`config.mk`:
```
export PLATFORM = sky130hd
export DESIGN_NAME = tft_power_sequencer
export DESIGN_NICKNAME = d
export VERILOG_FILES = /design/src/rtl/tft_pkg.sv /design/src/rtl/tft_power_sequencer_counter.sv /design/src/rtl/tft_power_sequencer.sv
export SDC_FILE = /design/constraint.sdc
export NUM_CORES = 1
export LEC_CHECK = 0
export ABC_CLOCK_PERIOD_IN_PS = 2900
export CORE_ASPECT_RATIO = 1.4
export CORE_MARGIN = 8
export CORE_UTILIZATION = 55
export CTS_BUF_LIST = sky130_fd_sc_hd__clkbuf_4 sky130_fd_sc_hd__clkbuf_8
export DETAILED_ROUTE_END_ITERATION = 10
export PLACE_DENSITY = 0.79
export REMOVE_ABC_BUFFERS = 1
export SYNTH_ARGS = -nofsm -noshare
export SYNTH_HDL_FRONTEND = slang
export SYNTH_SLANG_ARGS = --single-unit
export TNS_END_PERCENT = 100
```
`constraint.sdc`:
```
create_clock -name tft_clk -period 2.9 [get_ports tft_clk]
set_clock_uncertainty 0.2 [all_clocks]
set_input_delay 0.725 -clock tft_clk [delete_from_list [all_inputs] [get_ports tft_clk]]
set_output_delay 0.725 -clock tft_clk [all_outputs]
set_load 0.03 [all_outputs]
```
`src/rtl/tft_pkg.sv`:
```
// Shared types and panel constants for the TFT power sequencer.
package tft_pkg;

    typedef enum logic [3:0] {
        ST_OFF     = 4'd0,
        ST_VDD     = 4'd1,
        ST_SYNC    = 4'd2,
        ST_DATA    = 4'd3,
        ST_DISP    = 4'd4,
        ST_RUN     = 4'd5,
        ST_BLOFF   = 4'd6,
        ST_DISPOFF = 4'd7,
        ST_DATAOFF = 4'd8
    } tft_state_e;

    localparam int TFT_X_RES      = 480;
    localparam int TFT_Y_RES      = 272;
    localparam int TFT_X_BLANKING = 45;
    localparam int TFT_Y_BLANKING = 16;

    // Totals include the one-clock sync position: 526 x 289 pixel clocks per frame.
    localparam int TFT_H_TOTAL   = TFT_X_RES + TFT_X_BLANKING + 1;
    localparam int TFT_V_TOTAL   = TFT_Y_RES + TFT_Y_BLANKING + 1;
    localparam int TFT_FRAME_CYC = TFT_H_TOTAL * TFT_V_TOTAL;

    typedef struct packed {
        logic vdd;
        logic gate;
        logic disp;
        logic bl;
    } tft_pins_t;

    function automatic tft_pins_t tft_decode(tft_state_e s);
        tft_pins_t p;
        p = '0;
        case (s)
            ST_VDD, ST_SYNC, ST_DATAOFF: p = 4'b1000;
            ST_DATA, ST_DISPOFF:         p = 4'b1100;
            ST_DISP, ST_BLOFF:           p = 4'b1110;
            ST_RUN:                      p = 4'b1111;
            default:                     p = 4'b0000;
        endcase
        return p;
    endfunction

endpackage

```
`src/rtl/tft_power_sequencer_counter.sv`:
```
// Up-counter with synchronous clear and a terminal-count flag against a loaded compare value.
module tft_seq_counter #(
    parameter int WIDTH = 8
) (
    input  logic             tft_clk,
    input  logic             rstb,
    input  logic             clear,
    input  logic             inc,
    input  logic [WIDTH-1:0] last,
    output logic             tc
);

    logic [WIDTH-1:0] count;

    always_ff @(posedge tft_clk) begin
        if (!rstb) begin
            count <= '0;
        end else if (clear) begin
            count <= '0;
        end else if (inc) begin
            count <= count + WIDTH'(1);
        end
    end

    assign tc = (count == last);

endmodule

```
`src/rtl/tft_power_sequencer.sv`:
```
// Frame-aligned TFT panel power-up/power-down sequencer.
// Optional frame watchdog compiled in with TFT_SEQ_WATCHDOG_EN.
module tft_power_sequencer
    import tft_pkg::*;
#(
    parameter int unsigned VDD_SETTLE_CYC    = 2048,
    parameter int unsigned DISP_DELAY_FRAMES = 2,
    parameter int unsigned BL_DELAY_FRAMES   = 3,
    // One frame rounded up to a power of two.
    parameter int unsigned FRAME_TIMEOUT_CYC = 2 ** $clog2(TFT_FRAME_CYC)
) (
    input  logic       tft_clk,
    input  logic       rstb,
    input  logic       power_req,
    input  logic       new_frame,
    output logic       tft_vdd,
    output logic       tft_display,
    output logic       data_gate,
    output logic       bl_ena,
    output logic       ready,
    output logic       fault,
    output logic [3:0] state
);

    localparam int unsigned CNT_MAX = (VDD_SETTLE_CYC > FRAME_TIMEOUT_CYC) ?
                                      VDD_SETTLE_CYC : FRAME_TIMEOUT_CYC;
    localparam int CNT_W = $clog2(CNT_MAX + 1);

    localparam logic [CNT_W-1:0] SETTLE_LAST = CNT_W'(VDD_SETTLE_CYC - 1);
    localparam logic [7:0]       DISP_LAST   = 8'(DISP_DELAY_FRAMES - 1);
    localparam logic [7:0]       BL_LAST     = 8'(BL_DELAY_FRAMES - 1);

    tft_state_e       state_q;
    tft_state_e       state_next;
    tft_pins_t        pins_q;
    logic             ready_q;
    logic [CNT_W-1:0] cyc_last;
    logic             cyc_clear;
    logic             cyc_tc;
    logic [7:0]       frm_last;
    logic             frm_tc;
    logic             state_change;

    assign state_change = (state_next != state_q);

`ifdef TFT_SEQ_WATCHDOG_EN
    localparam logic [CNT_W-1:0] TIMEOUT_LAST = CNT_W'(FRAME_TIMEOUT_CYC - 1);

    logic watched;
    logic timeout;
    logic fault_q;

    // The cycle counter doubles as the watchdog in every frame-driven state.
    assign watched   = state_q inside {ST_SYNC, ST_DATA, ST_DISP, ST_RUN, ST_BLOFF, ST_DISPOFF};
    assign cyc_last  = watched ? TIMEOUT_LAST : SETTLE_LAST;
    assign cyc_clear = state_change || (watched && new_frame);
    assign timeout   = watched && cyc_tc && !new_frame;

    always_ff @(posedge tft_clk) begin
        if (!rstb) begin
            fault_q <= 1'b0;
        end else if (timeout) begin
            fault_q <= 1'b1;
        end else if (state_next == ST_OFF && !power_req) begin
            fault_q <= 1'b0;
        end
    end

    assign fault = fault_q;
`else
    assign cyc_last  = SETTLE_LAST;
    assign cyc_clear = state_change;
    assign fault     = 1'b0;
`endif

    assign frm_last = (state_q == ST_DISP) ? BL_LAST : DISP_LAST;

    tft_seq_counter #(.WIDTH(CNT_W)) u_cyc_cnt (
        .tft_clk (tft_clk),
        .rstb    (rstb),
        .clear   (cyc_clear),
        .inc     (1'b1),
        .last    (cyc_last),
        .tc      (cyc_tc)
    );

    tft_seq_counter #(.WIDTH(8)) u_frm_cnt (
        .tft_clk (tft_clk),
        .rstb    (rstb),
        .clear   (state_change),
        .inc     (new_frame),
        .last    (frm_last),
        .tc      (frm_tc)
    );

    always_comb begin
        state_next = state_q;
        case (state_q)
            ST_OFF:     if (power_req && !fault) state_next = ST_VDD;
            ST_VDD:     if (!power_req) state_next = ST_DATAOFF;
                        else if (cyc_tc) state_next = ST_SYNC;
            ST_SYNC:    if (!power_req) state_next = ST_DATAOFF;
                        else if (new_frame) state_next = ST_DATA;
            ST_DATA:    if (!power_req) state_next = ST_DATAOFF;
                        else if (new_frame && frm_tc) state_next = ST_DISP;
            ST_DISP:    if (!power_req) state_next = ST_DISPOFF;
                        else if (BL_DELAY_FRAMES == 0 || (new_frame && frm_tc)) state_next = ST_RUN;
            ST_RUN:     if (!power_req) state_next = ST_BLOFF;
            ST_BLOFF:   if (new_frame) state_next = ST_DISPOFF;
            ST_DISPOFF: if (new_frame && frm_tc) state_next = ST_DATAOFF;
            ST_DATAOFF: if (cyc_tc) state_next = ST_OFF;
            default:    state_next = ST_OFF;
        endcase
`ifdef TFT_SEQ_WATCHDOG_EN
        if (timeout) state_next = ST_DATAOFF;
`endif
    end

    // Pins are decoded from the next state so they move on the same edge as the state.
    always_ff @(posedge tft_clk) begin
        if (!rstb) begin
            state_q <= ST_OFF;
            pins_q  <= '0;
            ready_q <= 1'b0;
        end else begin
            state_q <= state_next;
            pins_q  <= tft_decode(state_next);
            ready_q <= (state_next == ST_RUN);
        end
    end

    assign tft_vdd     = pins_q.vdd;
    assign data_gate   = pins_q.gate;
    assign tft_display = pins_q.disp;
    assign bl_ena      = pins_q.bl;
    assign ready       = ready_q;
    assign state       = state_q;

endmodule

```
==> impl_metrics.py, run 1 <==
metrics = {
    "drt": {
        "drt-wirelength-per-cell_um": 12.7,
        "remaining_drc_errors": 0,
        "num_vias": 1457,
        "drt-initial-drc-count": 74,
        "ant_nets": 0,
        "drt-total-wl_um": 3390,
        "detail_route.first_pass.iterations": 5,
        "vias_per_cell": 5.44,
    },
    "cts": {
        "cts_max_level": 2,
        "cts_made_buffers": 5,
        "post-cts-setup-buffers": 0,
        "cts_hold_buf": 0,
        "cts_resized": 0,
        "clk_latency_ps": 290,
        "path_clk_slew_ps": 80,
        "cts_tree": "built",
        "root_buffer": "clkbuf_8",
        "clk_path_buf_depth": 2,
        "clkSinkCount": 36,
    },
    "sta": {
        "fin_hold_ws_ps": 282,
        "fin_crit_ps": 2650,
        "final-hold-violation-count": 0,
        "setup_viol": 0,
        "tns_ps": 0,
        "drv_slew": 0,
        "setup_ws_ps": 247,
        "rsz0062_at_grt": "false",
        "relSlewSlack": 0.648,
        "fin_crit_sh": 0.915,
        "worstMarginPinSlew_ps": 527,
        "max_freq_ghz": 0.377,
    },
    "job": {
        "max-cap-violations": 0,
    },
    "floorplan": {
        "ios": 14,
        "start_util": 0.560,
        "die_y_um": 84.8,
        "rows": 25,
        "core_sq_um": 3320,
        "die_w_um": 65.1,
        "dieArea_sq_um": 5520,
    },
    "power": {
        "ir_drop_mv": 0.483,
        "fin_total_pwr_mw": 1.06,
        "power_density_nw_per_um2": 495,
        "p_leak_nw": 0.766,
    },
    "run_status": {
        "outcome": "finished, final reports clean",
    },
    "synth": {
        "synth-edff-count": 0,
        "netlist-cell-type-count": 49,
        "syn_area_sq_um": 1860,
        "synthArstFlopShare": 0,
        "synthCells": 209,
        "syn_avg_cell_area_sq_um": 8.89,
        "synth-seq-area-share": 0.388,
        "yosys_warnings": 0,
        "synth_ff_type": "dfxtp_1",
        "yosys_register_bits": 36,
    },
    "placed_design": {
        "numPortBuffers": 12,
        "place.gp.congestion": 0.841,
        "dp_hpwl_um": 2500,
        "place_ws_ps": -9.96,
    },
    "worst_setup_path": {
        "cp.arrival_ps": 1730,
        "crit_chain": "clkdlybuf4s50_1",
        "slowest_stage": "clkdlybuf4s50_1",
        "path_class": "flip-flop to output pin",
        "crit_family": "buffers and inverters",
        "cp_num_buf_inv": 1,
        "required_ps": 1980,
        "path_depth": 1,
        "r2r_cells": 7,
        "cp-start-kind": "flip-flop",
        "path_max_fanout": 15,
        "endpoint_kind": "output pin",
        "worst_path_largest_cell_delay_ps": 780,
    },
    "global_routing": {
        "grt_max_degree": 19,
        "grt_pass1_vias": 1400,
        "grt_pass1_wl_um": 5820,
        "grt.overflow.total": 0,
        "antenna_found_initial": 0,
        "gr-usage-all-layers": 0.130,
    },
    "final_layout": {
        "final_util": 0.649,
        "nFillCells": 291,
        "diodes": 0,
        "fin_nets": 233,
        "area_growth_pct": 15.8,
        "drive_gt1_frac": 0.158,
    },
    "worst_hold_path": {
        "hold_path.class": "flip-flop to flip-flop",
        "min_path_cells": 1,
    },
}
-- cell type report --
class                      count  area, sq um  area share
timing repair buffer          20          205      0.0953
sequential                    36          721       0.335
clock buffer                   5         68.8      0.0320
clock inverter                 3         42.5      0.0198
inverter                       6         22.5      0.0105
multi-input combinational    158         1040       0.484
tap                           40         50.0      0.0233
-- stage by stage --
step	std cells	area, sq um
after floorplan	200	1790
after global placement	260	2040
after detailed placement	260	2040
after CTS	268	2150
after global routing	268	2150
final	268	2150
-- cell usage in the layout (no fill, tap or decap), drive strengths merged, types with 2 or more instances in the layout --
cell type / netlist / layout
nor2: 45 / 45
dfxtp: 36 / 36
xnor2: 13 / 13
nand2: 13 / 13
clkdlybuf4s50: 0 / 12
xor2: 11 / 11
nand4: 9 / 9
nand3: 9 / 9
buf: 8 / 8
inv: 6 / 6
and2: 5 / 5
nor2b: 5 / 5
clkbuf: 1 / 5
o21ai: 4 / 4
and3: 3 / 3
nor3: 3 / 3
mux2i: 3 / 3
a31oi: 3 / 3
and4: 2 / 2
nand2b: 2 / 2
a31o: 2 / 2
a21oi: 2 / 2
o21a: 2 / 2
ha: 2 / 2
nor4: 2 / 2
or4: 2 / 2
-- sequential cells by signal (all words and copies together) (netlist names) --
name	cells
u_frm_cnt.count	8
state	4
ready	1
bl_ena	1
tft_display	1
tft_vdd	1
u_cyc_cnt.count	19
data_gate	1
-- kinds of logic (layout without fill, tap and decap cells) --
kind of cell / after synthesis / in the layout / synth area share
buf+inv: 15 / 34 / 0.0512
flops: 36 / 36 / 0.388
xor+xnor: 24 / 24 / 0.113
other cells: 1 / 1 / 0.00202
compound gates: 22 / 22 / 0.0916
mux: 3 / 3 / 0.0162
simple gates: 106 / 106 / 0.325
fa+ha+maj: 2 / 2 / 0.0135
-- routing by layer --
layer  global-route usage  up-vias  part of all wire
li1                     -      751                 -
met1                0.139      671              0.42
met2                0.221       26              0.51
met3               0.0346        9             0.042
met4               0.0737        0             0.026
met5                    0        -                 0
-- cell usage after synthesis (all sizes together), types with 2 or more instances --
| cell | instances | area (sq um) |
|---|---|---|
| and2 | 5 | 31.3 |
| inv | 6 | 22.5 |
| nand2 | 13 | 48.8 |
| nor2b | 5 | 31.3 |
| xnor2 | 13 | 114 |
| and4 | 2 | 17.5 |
| dfxtp | 36 | 721 |
| a31oi | 3 | 18.8 |
| o21a | 2 | 15.0 |
| nor2 | 45 | 186 |
| a31o | 2 | 17.5 |
| nand4 | 9 | 71.3 |
| mux2i | 3 | 30.0 |
| and3 | 3 | 18.8 |
| a21oi | 2 | 10.0 |
| or4 | 2 | 18.8 |
| nor3 | 3 | 15.0 |
| nand3 | 9 | 57.6 |
| nand2b | 2 | 12.5 |
| nor4 | 2 | 33.8 |
| buf | 8 | 68.8 |
| ha | 2 | 25.0 |
| o21ai | 4 | 20.0 |
| xor2 | 11 | 96.3 |
-- worst register-to-register path: stages (launching register included) --
cell and delay (ps):
dfxtp_1 660, nand2_1 120, or3_1 330, a221o_1 390, a31o_2 240, nand3_4 90
buf_12 160, nor2_1 60
-- worst paths after layout --
path / start / to / slack [ps]
setup reg to reg: state[0] / u_cyc_cnt.count[2] / 530
hold reg to reg: u_cyc_cnt.count[0] / u_cyc_cnt.count[0] / 280
setup / recovery: state[0] / state[0] / 250
hold / removal: u_cyc_cnt.count[0] / u_cyc_cnt.count[0] / 280
-- where the power goes --
part,internal (mW),switching (mW)
Combinational,0.0505,0.0578
Sequential,0.503,0.0150
Clock,0.254,0.184
Note: power is estimated with default switching activity, not from simulation.
==> run 2: changes to the inputs <==
CTS_BUF_LIST = sky130_fd_sc_hd__clkbuf_2   (was sky130_fd_sc_hd__clkbuf_4 sky130_fd_sc_hd__clkbuf_8)
==> impl_metrics.py, run 2 (synthesis results as in run 1) <==
metrics = {
    "worst_hold_path": {
        "min_path_cells": 1,
        "hold_path.class": "flip-flop to flip-flop",
    },
    "worst_setup_path": {
        "crit_chain": "clkdlybuf4s50_1",
        "crit_family": "buffers and inverters",
        "reg2reg_slack_ps": 520,
        "worst_path_largest_cell_delay_ps": 770,
        "crit_end": "state[0]",
        "cp.arrival_ps": 1860,
        "startpoint": "state[0]",
        "path_depth": 1,
        "cp_num_buf_inv": 1,
        "r2r-start": "state[0]",
        "r2r_cells": 7,
        "slowest_stage": "clkdlybuf4s50_1",
        "path_max_fanout": 15,
        "rr_endpoint": "u_cyc_cnt.count[2]",
        "cp-start-kind": "flip-flop",
        "required_ps": 1980,
        "endpoint_kind": "output pin",
        "path_class": "flip-flop to output pin",
    },
    "power": {
        "p_sw_uw": 244,
        "power_density_nw_per_um2": 447,
        "p_int_uw": 699,
        "ir_drop_mv": 0.479,
        "fin_total_pwr_uw": 943,
        "p_clk_frac": 0.335,
        "seq_power_share": 0.550,
        "switching_share": 0.259,
        "p_leak_nw": 0.751,
        "p_comb_frac": 0.115,
    },
    "floorplan": {
        "ios": 14,
        "die_y_um": 84.8,
        "start_util": 0.560,
        "rows": 25,
        "core_sq_um": 3320,
        "die_w_um": 65.1,
        "dieArea_sq_um": 5520,
    },
    "run_status": {
        "outcome": "finished, final reports clean",
    },
    "drt": {
        "drt-wirelength-per-cell_um": 12.5,
        "drt-total-wl_um": 3350,
        "routed-wl-met2_um": 1730,
        "detail_route.first_pass.iterations": 4,
        "wl_met1_um": 1420,
        "routed.top_layer": "met4",
        "num_vias": 1455,
        "drt-initial-drc-count": 91,
        "remaining_drc_errors": 0,
        "wl_met3_um": 137,
        "ant_nets": 0,
        "vias_per_cell": 5.43,
    },
    "global_routing": {
        "gr-usage-all-layers": 0.128,
        "grt_max_degree": 19,
        "grt.overflow.total": 0,
        "grt_pass1_vias": 1393,
        "antenna_found_initial": 0,
        "grt_pass1_wl_um": 5730,
    },
    "final_layout": {
        "diodes": 0,
        "area_growth_pct": 13.5,
        "largest_reg_flops": 19,
        "multi_input_area_sq_um": 1040,
        "fin_cells": 268,
        "drive_gt1_frac": 0.158,
        "layout.area.seq_sq_um": 721,
        "fin_nets": 233,
        "nFillCells": 296,
        "regMostFlops": "u_cyc_cnt.count",
        "final_common_cell": "nor2_1",
        "final_cell_mix": "nor2_1, dfxtp_1, xnor2_1, nand2_1, clkdlybuf4s50_1",
    },
    "sta": {
        "setup_viol": 0,
        "rsz0062_at_grt": "false",
        "final-hold-violation-count": 0,
        "fin_crit_ps": 2780,
        "worstMarginPinSlew_ps": 506,
        "relSlewSlack": 0.662,
        "fin_crit_sh": 0.959,
        "tns_ps": 0,
        "drv_slew": 0,
        "max_freq_ghz": 0.360,
    },
    "cts": {
        "root_buffer": "clkbuf_2",
        "cts_tree": "built",
        "cts_resized": 0,
        "clk_path_buf_depth": 2,
        "post-cts-setup-buffers": 0,
        "cts_hold_buf": 0,
        "clkSinkCount": 36,
        "cts_max_level": 2,
        "clk_latency_ps": 390,
        "cts_made_buffers": 5,
        "path_clk_slew_ps": 200,
    },
    "placed_design": {
        "place.gp.congestion": 0.841,
        "dp_hpwl_um": 2500,
        "numPortBuffers": 12,
        "place_inst": 260,
    },
    "job": {
        "max-cap-violations": 0,
    },
}
## run 2: cell types whose count changed in the layout (fill, tap and decap cells not counted)
cell      delta
clkbuf_2     +5
clkbuf_8     -5
## run 2: worst min path at each step
stage | startpoint | endpoint | slack, ps
floorplan | u_cyc_cnt.count[0] | u_cyc_cnt.count[0] | 250
global route | u_cyc_cnt.count[0] | u_cyc_cnt.count[0] | 340
finish | u_cyc_cnt.count[0] | u_cyc_cnt.count[0] | 310
global placement | u_cyc_cnt.count[0] | u_cyc_cnt.count[0] | 270
CTS | u_cyc_cnt.count[0] | u_cyc_cnt.count[0] | 310
detailed placement | u_cyc_cnt.count[0] | u_cyc_cnt.count[0] | 270
## run 2: layer usage
layer  global-route usage  up-vias
li1                     -      754
met1                0.134      672
met2                0.220       22
met3               0.0399        7
met4               0.0697        0
met5                    0        -
## run 2: layout make-up
cell class | instances | area share
Tap cell | 40 | 0.0237
Clock inverter | 3 | 0.0202
Clock buffer | 5 | 0.0119
Inverter | 6 | 0.0107
Multi-Input combinational cell | 158 | 0.494
Sequential cell | 36 | 0.342
Timing Repair Buffer | 20 | 0.0973
## run 2: stage by stage
stage,cell area [sq um],worst slack [ps],utilization,hold slack [ps]
2_1_floorplan,1790,547,-,247
3_5_place_dp,2040,-9.96,0.615,269
4_1_cts,2110,86.7,0.636,307
6_report,2110,119,0.636,305
3_3_place_gp,2040,25.6,0.615,272
5_1_grt,2110,8.04,0.636,340
## run 2: power by group through the flow
stage	combinational, mW	sequential [mW]	clock, mW
floorplan	0.0559	0.533	0
global placement	0.108	0.529	0
detailed placement	0.110	0.529	0
CTS	0.110	0.519	0.327
global route	0.119	0.521	0.348
finish	0.109	0.519	0.315
==> run 3: changes to the inputs <==
ABC_AREA = 1   (was default)
==> impl_metrics.py, run 3 <==
metrics = {
    "sta": {
        "max_freq_ghz": 0.388,
        "final-hold-violation-count": 0,
        "setup_viol": 0,
        "drv_slew": 0,
        "tns_ps": 0,
        "fin_hold_ws_ps": 287,
        "fin_crit_ps": 2580,
        "setup_ws_ps": 324,
        "rsz0062_at_grt": "false",
        "fin_crit_sh": 0.888,
    },
    "worst_setup_path": {
        "cp_num_buf_inv": 1,
        "cp.arrival_ps": 1650,
        "path_max_fanout": 8,
        "path_depth": 1,
        "startpoint": "state[0]",
        "worst_path_largest_cell_delay_ps": 740,
        "cp-start-kind": "flip-flop",
        "slowest_stage": "clkdlybuf4s50_1",
        "required_ps": 1980,
        "crit_chain": "clkdlybuf4s50_1",
        "r2r_cells": 12,
        "reg2reg_slack_ps": 580,
        "rr_endpoint": "u_frm_cnt.count[7]",
        "crit_end": "state[0]",
        "path_class": "flip-flop to output pin",
        "crit_family": "buffers and inverters",
        "r2r-start": "state[0]",
        "endpoint_kind": "output pin",
    },
    "synth": {
        "syn_area_sq_um": 1890,
        "synth_ff_type": "dfxtp_1",
        "syn_avg_cell_area_sq_um": 7.02,
        "synth-seq-area-share": 0.380,
        "synthTopCellsByArea": "dfxtp_1, nor2_1, nand2_1",
        "yosysTopAreaCellShare": 0.380,
        "yosysTopAreaCell": "dfxtp_1",
        "synthArstFlopShare": 0,
        "synth.most_common_cell": "nor2_1",
        "synth_commonest_cells": "nor2_1, nand2_1, dfxtp_1, inv_1, nand3_1",
        "yosys_warnings": 0,
        "yosys_register_bits": 36,
        "synthCells": 270,
        "netlist-cell-type-count": 27,
        "synth-edff-count": 0,
    },
    "global_routing": {
        "gr-usage-all-layers": 0.150,
        "grt_pass1_wl_um": 6770,
        "grt_max_degree": 28,
        "antenna_found_initial": 0,
        "grt_pass1_vias": 1658,
        "grt.overflow.total": 0,
    },
    "cts": {
        "root_buffer": "clkbuf_2",
        "cts_made_buffers": 5,
        "cts_max_level": 2,
        "clk_latency_ps": 370,
        "cts_resized": 0,
        "cts_hold_buf": 0,
        "cts_tree": "built",
        "clkSinkCount": 36,
        "post-cts-setup-buffers": 0,
        "path_clk_slew_ps": 190,
        "clk_path_buf_depth": 2,
    },
    "final_layout": {
        "largest_reg_flops": 19,
        "drive_gt1_frac": 0.0900,
        "diodes": 0,
        "nFillCells": 312,
        "final_common_cell": "nor2_1",
        "fin_nets": 295,
        "multi_input_area_sq_um": 1000,
        "regMostFlops": "u_cyc_cnt.count",
        "final_util": 0.626,
        "area_growth_pct": 10.6,
        "layout.area.seq_sq_um": 721,
        "final_cell_mix": "nor2_1, nand2_1, dfxtp_1",
    },
    "drt": {
        "vias_per_cell": 5.04,
        "num_vias": 1658,
        "drt-wirelength-per-cell_um": 10.9,
        "ant_nets": 0,
        "remaining_drc_errors": 0,
        "detail_route.first_pass.iterations": 4,
        "drt-total-wl_um": 3580,
        "drt-initial-drc-count": 84,
    },
    "power": {
        "seq_power_share": 0.624,
        "p_clk_frac": 0.253,
        "fin_total_pwr_uw": 827,
        "p_comb_frac": 0.123,
        "p_leak_nw": 0.911,
        "switching_share": 0.278,
        "ir_drop_mv": 0.277,
        "p_int_uw": 597,
        "power_density_nw_per_um2": 395,
        "p_sw_uw": 230,
    },
    "job": {
        "max-cap-violations": 0,
    },
    "floorplan": {
        "core_sq_um": 3350,
        "rows": 25,
        "ios": 14,
        "start_util": 0.566,
        "dieArea_sq_um": 5600,
        "die_w_um": 65.6,
        "die_y_um": 85.4,
    },
    "placed_design": {
        "place_ws_ps": 27.9,
        "place.gp.congestion": 0.873,
        "dp_hpwl_um": 2720,
        "numPortBuffers": 12,
    },
    "run_status": {
        "outcome": "finished, final reports clean",
    },
    "worst_hold_path": {
        "hold_path.class": "flip-flop to flip-flop",
    },
}
-- run 3: cell families after synthesis --
| logic type | count (synthesis) | share of synthesized area |
|---|---|---|
| xor+xnor | 24 | 0.111 |
| compound gates | 10 | 0.0297 |
| flops | 36 | 0.380 |
| simple gates | 157 | 0.374 |
| buf+inv | 40 | 0.0898 |
| fa+ha+maj | 2 | 0.0132 |
| other cells | 1 | 0.00198 |
-- run 3: worst min path at each step --
stage	start	to	slack, ps	depth (start not counted)
floorplan	u_cyc_cnt.count[0]	u_cyc_cnt.count[0]	240	1
global placement	u_cyc_cnt.count[0]	u_cyc_cnt.count[0]	250	1
detailed placement	u_cyc_cnt.count[0]	u_cyc_cnt.count[0]	250	1
CTS	u_cyc_cnt.count[0]	u_cyc_cnt.count[0]	290	1
global route	u_cyc_cnt.count[0]	u_cyc_cnt.count[0]	330	1
finish	u_cyc_cnt.count[0]	u_cyc_cnt.count[0]	290	1
-- run 3: power by group through the flow --
stage                     sequential (mW)  clock (mW)  combinational, mW
final                               0.516       0.209              0.102
after global routing                0.518       0.235              0.115
after CTS                           0.516       0.219              0.102
after detailed placement            0.526           0              0.102
after global placement              0.526           0              0.100
after floorplan                     0.531           0             0.0648
-- run 3: per-stage QoR --
step | std cells | instance area (sq um)
6_report | 329 | 2090
3_5_place_dp | 322 | 2060
2_1_floorplan | 266 | 1860
5_1_grt | 329 | 2090
4_1_cts | 329 | 2090
3_3_place_gp | 322 | 2060
-- run 3: area by class of cell --
type | count | share of cell area
clock buffer | 6 | 0.0143
clock inverter | 1 | 0.00239
inverter | 36 | 0.0645
multi-input combinational | 194 | 0.479
sequential | 36 | 0.344
tap | 40 | 0.0239
timing repair buffer | 16 | 0.0717
-- run 3: per-layer routing --
layer  global-route usage  wire [um]  vias up
li1                     -          -      883
met1                0.159       1540      723
met2                0.256       1740       40
met3               0.0395        172       12
met4               0.0857        121        0
met5                    0          0        -
